===== config.mk =====
export PLATFORM = sky130hd
export DESIGN_NAME = seq_priority_encoder
export DESIGN_NICKNAME = d
export VERILOG_FILES = /design/src/rtl/seq_priority_encoder.sv
export SDC_FILE = /design/constraint.sdc
export NUM_CORES = 1
export LEC_CHECK = 0
export ABC_AREA = 0
export BUFFER_PORTS_ARGS = -buffer_cell sky130_fd_sc_hd__clkbuf_2
export CORE_MARGIN = 3
export CORE_UTILIZATION = 50
export CTS_BUF_LIST = sky130_fd_sc_hd__clkbuf_8
export CTS_CLUSTER_DIAMETER = 40
export DETAILED_ROUTE_END_ITERATION = 6
export GPL_TIMING_DRIVEN = 0
export PLACE_DENSITY = 0.78
export RECOVER_POWER = 25
export SLEW_MARGIN = 30
export SYNTH_ARGS = -nofsm -noshare
export SYNTH_HDL_FRONTEND = slang
export SYNTH_SLANG_ARGS = --single-unit

===== constraint.sdc =====
create_clock -name clk -period 2 [get_ports clk]
set_clock_uncertainty 0.05 [all_clocks]
set_input_delay 0.5 -clock clk [delete_from_list [all_inputs] [get_ports clk]]
set_output_delay 0.5 -clock clk [all_outputs]
set_load 0.005 [all_outputs]

===== src/rtl/seq_priority_encoder.sv =====
// seq_priority_encoder: serializes the index of every set bit of an accepted request vector, one beat per handshake.
// Define SEQ_PRIORITY_ENCODER_MSB_FIRST_EN to emit the highest index first instead of the lowest.
module seq_priority_encoder #(
  parameter int N = 8,
  localparam int W = $clog2(N)
) (
  input  logic         clk,
  input  logic         rst,
  input  logic         in_valid,
  output logic         in_ready,
  input  logic [N-1:0] in_vec,
  output logic         out_valid,
  input  logic         out_ready,
  output logic [W-1:0] out_idx,
  output logic         out_last,
  output logic         out_zero,
  output logic [W:0]   out_cnt
);
  localparam logic [0:0] IDLE = 1'b0;
  localparam logic [0:0] SCAN = 1'b1;
  logic [0:0]   state;
  logic [N-1:0] pending;
  logic         zero;
  logic [W:0]   pop;
  logic [W-1:0] idx;
  logic         one_hot;
  always_comb begin
    pop = '0;
    idx = '0;
    for (int i = 0; i < N; i++) pop = pop + (W+1)'(in_vec[i]);
`ifdef SEQ_PRIORITY_ENCODER_MSB_FIRST_EN
    for (int i = 0; i < N; i++) if (pending[i]) idx = W'(i);
`else
    for (int i = N - 1; i >= 0; i--) if (pending[i]) idx = W'(i);
`endif
  end
  // pending is cleared on leaving SCAN, so idx reads 0 in IDLE and for the zero-vector beat
  assign one_hot   = (pending != '0) && ((pending & (pending - N'(1))) == '0);
  assign in_ready  = state == IDLE;
  assign out_valid = state == SCAN;
  assign out_idx   = idx;
  assign out_last  = (state == SCAN) && (zero || one_hot);
  assign out_zero  = (state == SCAN) && zero;
  always_ff @(posedge clk or posedge rst) begin
    if (rst) begin
      state   <= IDLE;
      pending <= '0;
      out_cnt <= '0;
      zero    <= 1'b0;
    end else if (state == IDLE) begin
      if (in_valid) begin
        state   <= SCAN;
        pending <= in_vec;
        out_cnt <= pop;
        zero    <= in_vec == '0;
      end
    end else if (out_ready) begin
      pending <= out_last ? '0 : pending & ~(N'(1) << idx);
      state   <= out_last ? IDLE : SCAN;
      zero    <= out_last ? 1'b0 : zero;
    end
  end
endmodule


==> results of run 1 <==
final cells by class:
| class | instances | area (sq um) | area share, % |
|---|---|---|---|
| repair buffers | 32 | 215 | 15.8 |
| plain buffers | 3 | 18.8 | 1.37 |
| multi-input cells | 80 | 634 | 46.5 |
| inverters | 15 | 56.3 | 4.12 |
| well taps | 25 | 31.3 | 2.29 |
| flip-flops and latches | 14 | 354 | 25.9 |
| clock buffers | 4 | 55.1 | 4.03 |
worst paths after layout:
check	startpoint	endpoint	slack [ps]
setup / recovery	in_vec[0]	out_cnt[1]$_DFFE_PP0P_	-890
hold / removal	rst	out_cnt[0]$_DFFE_PP0P_	210
setup reg to reg	pending[0]$_DFFE_PP0P_	pending[2]$_DFFE_PP0P_	220
hold reg to reg	out_cnt[0]$_DFFE_PP0P_	out_cnt[0]$_DFFE_PP0P_	440
max in group asynchronous	rst	pending[1]$_DFFE_PP0P_	1280
min in group clk	out_cnt[0]$_DFFE_PP0P_	out_cnt[0]$_DFFE_PP0P_	440
placed cells by master, fill, tap and decap left out, types with 4 or more instances in the layout:
cell type,n
a21oi_2,4
nand3_1,4
o21ai_2,5
nor2_1,7
nand2_1,10
buf_4,7
o21ai_1,4
clkbuf_2,21
a22oi_1,6
dfrtp_1,11
clkbuf_8,4
inv_1,12
through the flow:
step	utilization, %	cell area (sq um)	total power, W	hold WS, ps
finish	75.8	1370	0.00217	215
global route	75.8	1370	0.00232	263
CTS	72.2	1300	0.00205	241
detailed placement	63.7	1150	0.00156	411
global placement	63.7	1150	0.00153	414
floorplan	-	1010	0.00125	339
per-layer routing:
layer	global-route usage, %	share of wire [%]	vias to the layer above
met2	38.5	54	32
met5	0	0	-
met4	7.62	1.7	0
met1	26.2	39	463
li1	-	-	456
met3	4.75	5.4	6
cell families (layout without fill, tap and decap cells):
group                      count (synthesis)  after routing
AOI/OAI and AO/OA                         32             32
xor gates and xnor gates                   1              1
adders and majority gates                  9              9
buffers and inverters                     18             54
DFF                                       14             14
and+or+nand+nor                           38             38
timing repair:
| item | 4_1_cts | 5_1_grt |
|---|---|---|
| buffers inserted | 8 | 4 |
| setup endpoints to repair | 7 | 7 |
| resized for setup | 15 | 12 |
| pin swaps | 4 | 4 |
registers in the layout (all words and copies together) (netlist names):
name / cells
out_cnt: 4
out_valid: 1
pending: 8
zero: 1
where the power goes:
group / total, W / internal, W / switching [W] / leakage (nW)
clock network: 0.000278 / 0.000174 / 0.000103 / 0.0288
registers: 0.000488 / 0.000395 / 0.0000932 / 0.176
logic: 0.00141 / 0.000701 / 0.000708 / 0.454
worst max-delay path, delay by kind of cell:
| kind | cells | cell delay [ps] |
|---|---|---|
| AO/OA/AOI/OAI | 1 | 140 |
| adder cells (fa/ha/maj) | 5 | 2140 |
| buffers and inverters | 4 | 250 |
==> flow_summary.toml, run 1 <==
[critical_path]
crit_path_cell_trace = "buf_8 -> fa_1 -> inv_2 -> fa_1 -> fa_2 -> inv_2 -> ha_4 -> inv_2 -> fa_2 -> o21ai_2"
criticalPathCategory = "input port to register"
slowest_delay_ps = 550
worst_ep_required_time_ps = 2130
timing.critical_path.mode_cell = "inv_2"
endpoint_kind = "register"
timing.reg2reg.worst_path_depth = 6
worstPathMaxFanout = 2
crit_arrival_ps = 3020
critPathLaunchType = "input port"
slowest_stage = "fa_1"

[sta]
timing.slew.headroom_pct = 61.5
final_period_minus_worst_setup_slack_ps = 2890
report.final.slew_viol_count = 0
grt_setup_unrepaired = "yes"
finalSetupViolations = 6
max_freq_mhz = 346
setup_slack_ps = -893
tns_ps = -3320
period_share_pct = 145
timing.final.hold_violations = 0
worst-slew-pin-transition_ps = 576

[cells_and_area]
final_layout_size_suffix_gt1_share_pct = 45.9
n_fill_cell = 136
area_delta_synth_final_pct = 36.0
layoutNonFillerInstCount = 173
num-nets-final = 169
num_antenna_cells = 0

[synthesis]
synth.mux.area_fraction_pct = 0
synth.largest_area_cell = "dfrtp_1"
synth_xor_area_share_pct = 0.873
synth_sequential_area_ratio_pct = 34.9
mean_syn_cell_area_sq_um = 8.96
ys.flop_type = "dfrtp_1"
synth-async-reset-ratio_pct = 100
synth_adder_area_share_pct = 14.0
number_of_enable_type_register_cells_in_the_synthesized_netlist = 0
yosys.area.top_type_share_pct = 34.9
synth.lib_cells_used.distinct = 32
synth.top_cells.by_count = "inv_1 (15), dfrtp_1 (14), nand2_1 (12)"
netlist_area_sq_mm = 0.00100
ys_warn_count = 0
synth_simple_gate_area_share_pct = 20.3
ys_top_cells_by_area = "dfrtp_1 (35%), fa_1 (8.0%), inv_1 (5.6%), ha_1 (5.0%), a22oi_1 (4.5%)"
synth.most_common_cell = "inv_1"
synth_register_bits = 14
synth_top_family_by_area = "compound AO/OA/AOI/OAI gates"
syn_inst = 112
synthesis.nets = 132
synth_compound_gate_area_share_pct = 22.4

[routing]
vias_post_dr = 957
routed_via_density = 5.53
detail-route-antenna-nets = 0
drc = 0
firstDrtPassIters = 5
drt-wirelength-per-cell_microns = 14.9
wl_microns = 2590
drt-initial-drc-count = 28

[clocking]
path_clk_slew_ps = 60
number_of_buffers_added_by_the_clock_tree_synthesis_step = 3
cts_hold_repair.buffers = 0
cts_sinks = 14
root_buffer = "clkbuf_8"
clock_latency_at_the_later_pin_of_the_worst_skew_pair_ps = 250
cts_max_level = 1
cts-root-to-sink-buffers = 2
tritoncts = "yes"

[job]
drv.max_cap_violation_count = 0

[pwr]
vdd_drop_max_v = 0.000893
power-per-cell-area_mw_per_mm2 = 1590
p_leak_nw = 0.659

[placement]
dpl_worst_slack_ps = -1170
port_buffers = 22
dp_hpwl_microns = 1710
globalplace.congestion = 0.801
place_inst = 159

[floorplanning]
die_h_microns = 50.8
initial_utilization_pct = 55.7
fp.dieArea_sq_mm = 0.00258
floorplan.io_pins = 23
row_count = 15
chipWidth_microns = 50.8
placeableCoreArea_sq_mm = 0.00180

[run_status]
violations = "negative setup slack"
status = "complete, but fails checks"

[global_route]
via_count_of_the_first_global_routing_pass = 969
grt_start_max_net_pins = 15
grt_overflow_total = 0
global_route_wire_length_before_repair_microns = 4170
number_of_antenna_violations_at_the_first_check_in_global_routing = 0
grt_util_all_layers_pct = 21.9

[min_path]
hp-class = "input port to async pin"
No activity file was read; power rests on OpenSTA's default activity.
==> inputs of run 2 (changes only) <==
Settings changed: CORE_UTILIZATION 50 to 55, PLACE_DENSITY 0.78 to 0.81.
Clock period 2 ns to 3.09 ns, I/O delays scaled along.
==> run 2 against run 1 <==
Compared with the run above: the flow still finishes with violations (negative setup slack); critical path depth unchanged; final cell count decreased by 6.9%; total power decreased by 46%; critical endpoint unchanged; largest cell class unchanged.
==> flow_summary.toml, run 2 (synthesis gave the netlist of run 1 again) <==
[cells_and_area]
num_antenna_cells = 0
final_layout_size_suffix_gt1_share_pct = 32.8
largest_registers = "pending (8), out_cnt (4)"
area_delta_synth_final_pct = 20.6
num-nets-final = 159
regMostFlops = "pending"
top_library_cells_by_usage_in_the_layout_fill_and_taps_aside = "clkbuf_2 (20), inv_1 (14), dfrtp_1 (14)"
final_core_util_pct = 75.1
largest_register_ffs = 8
most_common_cell_after_layout_fill_and_taps_aside = "clkbuf_2"
layoutNonFillerInstCount = 161

[routing]
vias_post_dr = 896
firstDrtPassIters = 5
drt-wirelength-per-cell_microns = 14.0
wl_microns = 2260
routed_via_density = 5.57
detail-route-antenna-nets = 0
drc = 0
drt-initial-drc-count = 20

[sta]
worst-slew-pin-transition_ps = 566
grt_setup_unrepaired = "yes"
timing.final.hold_violations = 0
max_freq_mhz = 319
finalSetupViolations = 2
period_share_pct = 102
setup_slack_ps = -47.7
final_period_minus_worst_setup_slack_ps = 3140
timing.slew.headroom_pct = 62.1
report.final.slew_viol_count = 0
tns_ps = -88.1

[floorplanning]
chipWidth_microns = 48.7
initial_utilization_pct = 62.3
fp.dieArea_sq_mm = 0.00237
row_count = 14
floorplan.io_pins = 23
placeableCoreArea_sq_mm = 0.00161
die_h_microns = 48.7

[critical_path]
criticalPathCategory = "input port to register"
critPathLaunch = "in_vec[0]"
r2r_end = "pending[3]$_DFFE_PP0P_"
timing.reg2reg.worst_path_depth = 5
r2r-start = "pending[3]$_DFFE_PP0P_"
ff2ff_setup_slack_ps = 1290
end_of_the_critical_path = "out_cnt[1]$_DFFE_PP0P_"
endpoint_kind = "register"
critPathLaunchType = "input port"
worst_ep_required_time_ps = 3170
worstPathMaxFanout = 2
crit_arrival_ps = 3220

[global_route]
global_route.usage.met1_pct = 25.7
grt_use_met3_pct = 4.60
gr-max-usage-layer = "met2"
number_of_antenna_violations_at_the_first_check_in_global_routing = 0
met2_track_utilization_from_global_routing_pct = 37.6
via_count_of_the_first_global_routing_pass = 888
grt_util_all_layers_pct = 21.4
grt_overflow_total = 0
global_route_wire_length_before_repair_microns = 3920
grt_start_max_net_pins = 15

[pwr]
power-per-cell-area_mw_per_mm2 = 966
vdd_drop_max_v = 0.000463
p_leak_nw = 0.595

[clocking]
cts_sinks = 14
root_buffer = "clkbuf_8"
cts_hold_repair.buffers = 0
number_of_buffers_added_by_the_clock_tree_synthesis_step = 3
cts_max_level = 1
tritoncts = "yes"
cts-root-to-sink-buffers = 2
path_clk_slew_ps = 60
clock_latency_at_the_later_pin_of_the_worst_skew_pair_ps = 240

[placement]
place_inst = 158
globalplace.congestion = 0.833
dp_hpwl_microns = 1700
port_buffers = 22

[min_path]
hp-class = "register to register"

[run_status]
violations = "negative setup slack"
status = "complete, but fails checks"

[job]
drv.max_cap_violation_count = 0
==> run 2: cell types whose count changed in the layout (fill, tap and decap cells not counted), moves of 2 or more <==
| cell | delta |
|---|---|
| a21oi_2 | -2 |
| nand2_2 | -2 |
| a21oi_1 | +2 |
| nand2_1 | +2 |
| inv_1 | +2 |
| dfrtp_1 | +3 |
| dfrtp_2 | -3 |
| inv_2 | -2 |
| buf_4 | -7 |
==> run 2: power by group <==
| group | total [W] | switching [W] | internal (W) | leakage [nW] |
|---|---|---|---|---|
| clock | 0.000150 | 0.0000637 | 0.0000862 | 0.0216 |
| combinational | 0.000690 | 0.000370 | 0.000319 | 0.393 |
| sequential | 0.000329 | 0.0000761 | 0.000253 | 0.180 |
==> run 2: worst max-delay path, cell delays in order <==
cell and delay (ps):
buf_8 100, fa_1 530, inv_1 50, fa_1 500, fa_1 410, inv_1 60
ha_2 190, inv_2 40, fa_2 520, o21ai_2 50
==> run 2: cell type report <==
type	count	area, sq um
Buffer	3	18.8
Timing Repair Buffer	22	126
Sequential cell	14	350
Tap cell	24	30.0
Clock buffer	3	41.3
Fill cell	136	402
Multi-Input combinational cell	80	587
Inverter	15	56.3
==> run 2: worst min path at each step <==
stage / depth (start not counted) / slack (ps) / end / start
floorplan: 2 / 420 / out_cnt[0]$_DFFE_PP0P_ / out_cnt[0]$_DFFE_PP0P_
global route: 2 / 470 / out_cnt[0]$_DFFE_PP0P_ / out_cnt[0]$_DFFE_PP0P_
detailed placement: 2 / 420 / out_cnt[0]$_DFFE_PP0P_ / out_cnt[0]$_DFFE_PP0P_
finish: 2 / 440 / out_cnt[0]$_DFFE_PP0P_ / out_cnt[0]$_DFFE_PP0P_
global placement: 2 / 410 / out_cnt[0]$_DFFE_PP0P_ / out_cnt[0]$_DFFE_PP0P_
CTS: 2 / 440 / out_cnt[0]$_DFFE_PP0P_ / out_cnt[0]$_DFFE_PP0P_
==> run 2: through the flow <==
stage	instance area, sq um	hold slack, ps	setup WS [ps]	total power [W]
3_3_place_gp	1150	410	-312	0.000989
2_1_floorplan	1010	420	-109	0.000813
5_1_grt	1210	472	-134	0.00128
4_1_cts	1200	437	-80.3	0.00117
6_report	1210	435	-47.7	0.00117
3_5_place_dp	1150	423	-346	0.00101
==> run 2: metal layers <==
metal / part of all wire [%] / vias to the layer above
met2: 50 / 24
met1: 43 / 430
li1: - / 435
met4: 1.7 / 0
met3: 4.9 / 7
met5: 0 / -
==> run 2: repair_timing <==
action | in CTS | in global routing
setup buffers | 0 | 0
endpoints found under the hold margin | 0 | 0
pin swaps | 0 | 1
setup endpoints to repair | 2 | 2
resized for setup | 4 | 5
==> inputs of run 3 (changes only) <==
Settings changed: CORE_UTILIZATION 55 to 40, PLACE_DENSITY 0.81 to unset, SKIP_CTS_REPAIR_TIMING set to 1.
==> run 3 against run 2 <==
Compared with the run above: hold slack got worse by 11 ps; wire length fell by 2.2%; the flow still finishes with violations (negative setup slack); critical path depth rose by 1; combinational power hardly changed; first-iteration DRC count down 15%; count of clock-buffer cells in the layout is the same; final cell count grew 2.5%; sequential power barely moved; register-to-register slack barely moved; utilization decreased by 22 points; non-clock buffer count stayed put.
==> flow_summary.toml, run 3 (synthesis gave the netlist of run 1 again) <==
[run_status]
status = "complete, but fails checks"
violations = "negative setup slack"

[routing]
detail-route-antenna-nets = 0
firstDrtPassIters = 4
drt-wirelength-per-cell_microns = 13.4
drt-initial-drc-count = 17
drc = 0
vias_post_dr = 872
maxUsedRoutingLayer = "met4"
met2_wirelength_microns = 968
routed_via_density = 5.28
routedLengthMet1_microns = 1110
length_of_routed_met3_wiring_microns = 114
wl_microns = 2210

[placement]
placed_area_sq_mm = 0.00115
dpl_worst_slack_ps = -326
globalplace.congestion = 0.710
port_buffers = 22
dp_hpwl_microns = 1700

[cells_and_area]
area.sequential_sq_um = 350
area_delta_synth_final_pct = 20.4
top_library_cells_by_usage_in_the_layout_fill_and_taps_aside = "clkbuf_2 (21), inv_1 (14), dfrtp_1 (14)"
multiInputGateArea_sq_um = 587
num_antenna_cells = 0
final_core_util_pct = 52.6
num-nets-final = 159
largest_register_ffs = 8
post-route-cell-area_sq_mm = 0.00121
largest_registers = "pending (8), out_cnt (4)"
final_layout_size_suffix_gt1_share_pct = 32.8
regMostFlops = "pending"
most_common_cell_after_layout_fill_and_taps_aside = "clkbuf_2"
n_fill_cell = 231

[sta]
finalSetupViolations = 2
period_share_pct = 101
timing.final.hold_violations = 0
worst-slew-pin-transition_ps = 568
tns_ps = -64.1
final_period_minus_worst_setup_slack_ps = 3130
grt_setup_unrepaired = "yes"
timing.slew.headroom_pct = 62.0
report.final.slew_viol_count = 0
setup_slack_ps = -40.0
max_freq_mhz = 319

[critical_path]
timing.critical_path.mode_cell = "fa_1"
crit_path_cell_trace = "buf_8 -> fa_1 -> inv_1 -> fa_1 -> fa_1 -> inv_1 -> ha_2 -> inv_2 -> fa_2 -> xor2_1 -> o21ai_1"
criticalPathCategory = "input port to register"
path_buf_inv = 4
ff2ff_setup_slack_ps = 1300
r2r_end = "pending[4]$_DFFE_PP0P_"
r2r-start = "pending[3]$_DFFE_PP0P_"
slowest_stage = "fa_1"
crit_arrival_ps = 3200
critPathLaunchType = "input port"
slowest_delay_ps = 540
critical-path-top-delay-family = "adder cells"
worstPathMaxFanout = 2
endpoint_kind = "register"
timing.reg2reg.worst_path_depth = 5
worst_ep_required_time_ps = 3160

[pwr]
report.power.total_w = 0.00117
vdd_drop_max_v = 0.000620
power-per-cell-area_mw_per_mm2 = 968
p_leak_nw = 0.593

[clocking]
number_of_buffers_added_by_the_clock_tree_synthesis_step = 3
tritoncts = "yes"
cts-root-to-sink-buffers = 2
root_buffer = "clkbuf_8"
path_clk_slew_ps = 60
cts_max_level = 1
cts_sinks = 14
clock_latency_at_the_later_pin_of_the_worst_skew_pair_ps = 250

[min_path]
min_delay_path_depth = 2
hold_path_end = "out_cnt[1]$_DFFE_PP0P_"
origin_of_the_worst_min_delay_path = "out_cnt[1]$_DFFE_PP0P_"
hp-class = "register to register"

[floorplanning]
chipWidth_microns = 56.1
floorplan.io_pins = 23
row_count = 17
die_h_microns = 56.1
fp.dieArea_sq_mm = 0.00315
initial_utilization_pct = 43.7
placeableCoreArea_sq_mm = 0.00230

[global_route]
number_of_antenna_violations_at_the_first_check_in_global_routing = 0
grt_overflow_total = 0
global_route_wire_length_before_repair_microns = 4020
via_count_of_the_first_global_routing_pass = 871
grt_start_max_net_pins = 15
grt_util_all_layers_pct = 15.8

[job]
drv.max_cap_violation_count = 0
[run 3: worst min-delay path: stages, from the launching register on]
cell and delay [ps]:
dfrtp_1 340, nand2_1 60, o21ai_2 40
[run 3: how the worst max path moves through the flow]
stage	cells after the start	endpoint	start
global placement	11	out_cnt[2]$_DFFE_PP0P_	in_vec[0]
floorplan	9	out_cnt[1]$_DFFE_PP0P_	in_vec[0]
CTS	11	out_cnt[2]$_DFFE_PP0P_	in_vec[0]
finish	11	out_cnt[2]$_DFFE_PP0P_	in_vec[0]
global route	11	out_cnt[2]$_DFFE_PP0P_	in_vec[0]
detailed placement	11	out_cnt[2]$_DFFE_PP0P_	in_vec[0]
[run 3: power by group]
| part | internal, W | switching (W) |
|---|---|---|
| clock | 0.0000863 | 0.0000628 |
| sequential | 0.000253 | 0.0000755 |
| combinational | 0.000318 | 0.000374 |
[run 3: final cells by class]
class | instances | area share (%)
multi-input cells | 80 | 48.6
flip-flops and latches | 14 | 29.0
repair buffers | 22 | 9.94
inverters | 15 | 4.66
clock buffers | 3 | 3.42
well taps | 28 | 2.90
plain buffers | 3 | 1.55
[run 3: through the flow]
step                hold slack [ps]  instances
floorplan                       420        112
global placement                413        162
detailed placement              423        162
CTS                             436        165
global route                    462        165
finish                          425        165
[run 3: per-layer routing]
| metal | GRT usage (%) | vias to the layer above |
|---|---|---|
| met2 | 22.9 | 22 |
| met3 | 5.34 | 3 |
| met5 | 0 | - |
| li1 | - | 437 |
| met4 | 4.07 | 0 |
| met1 | 22.5 | 410 |
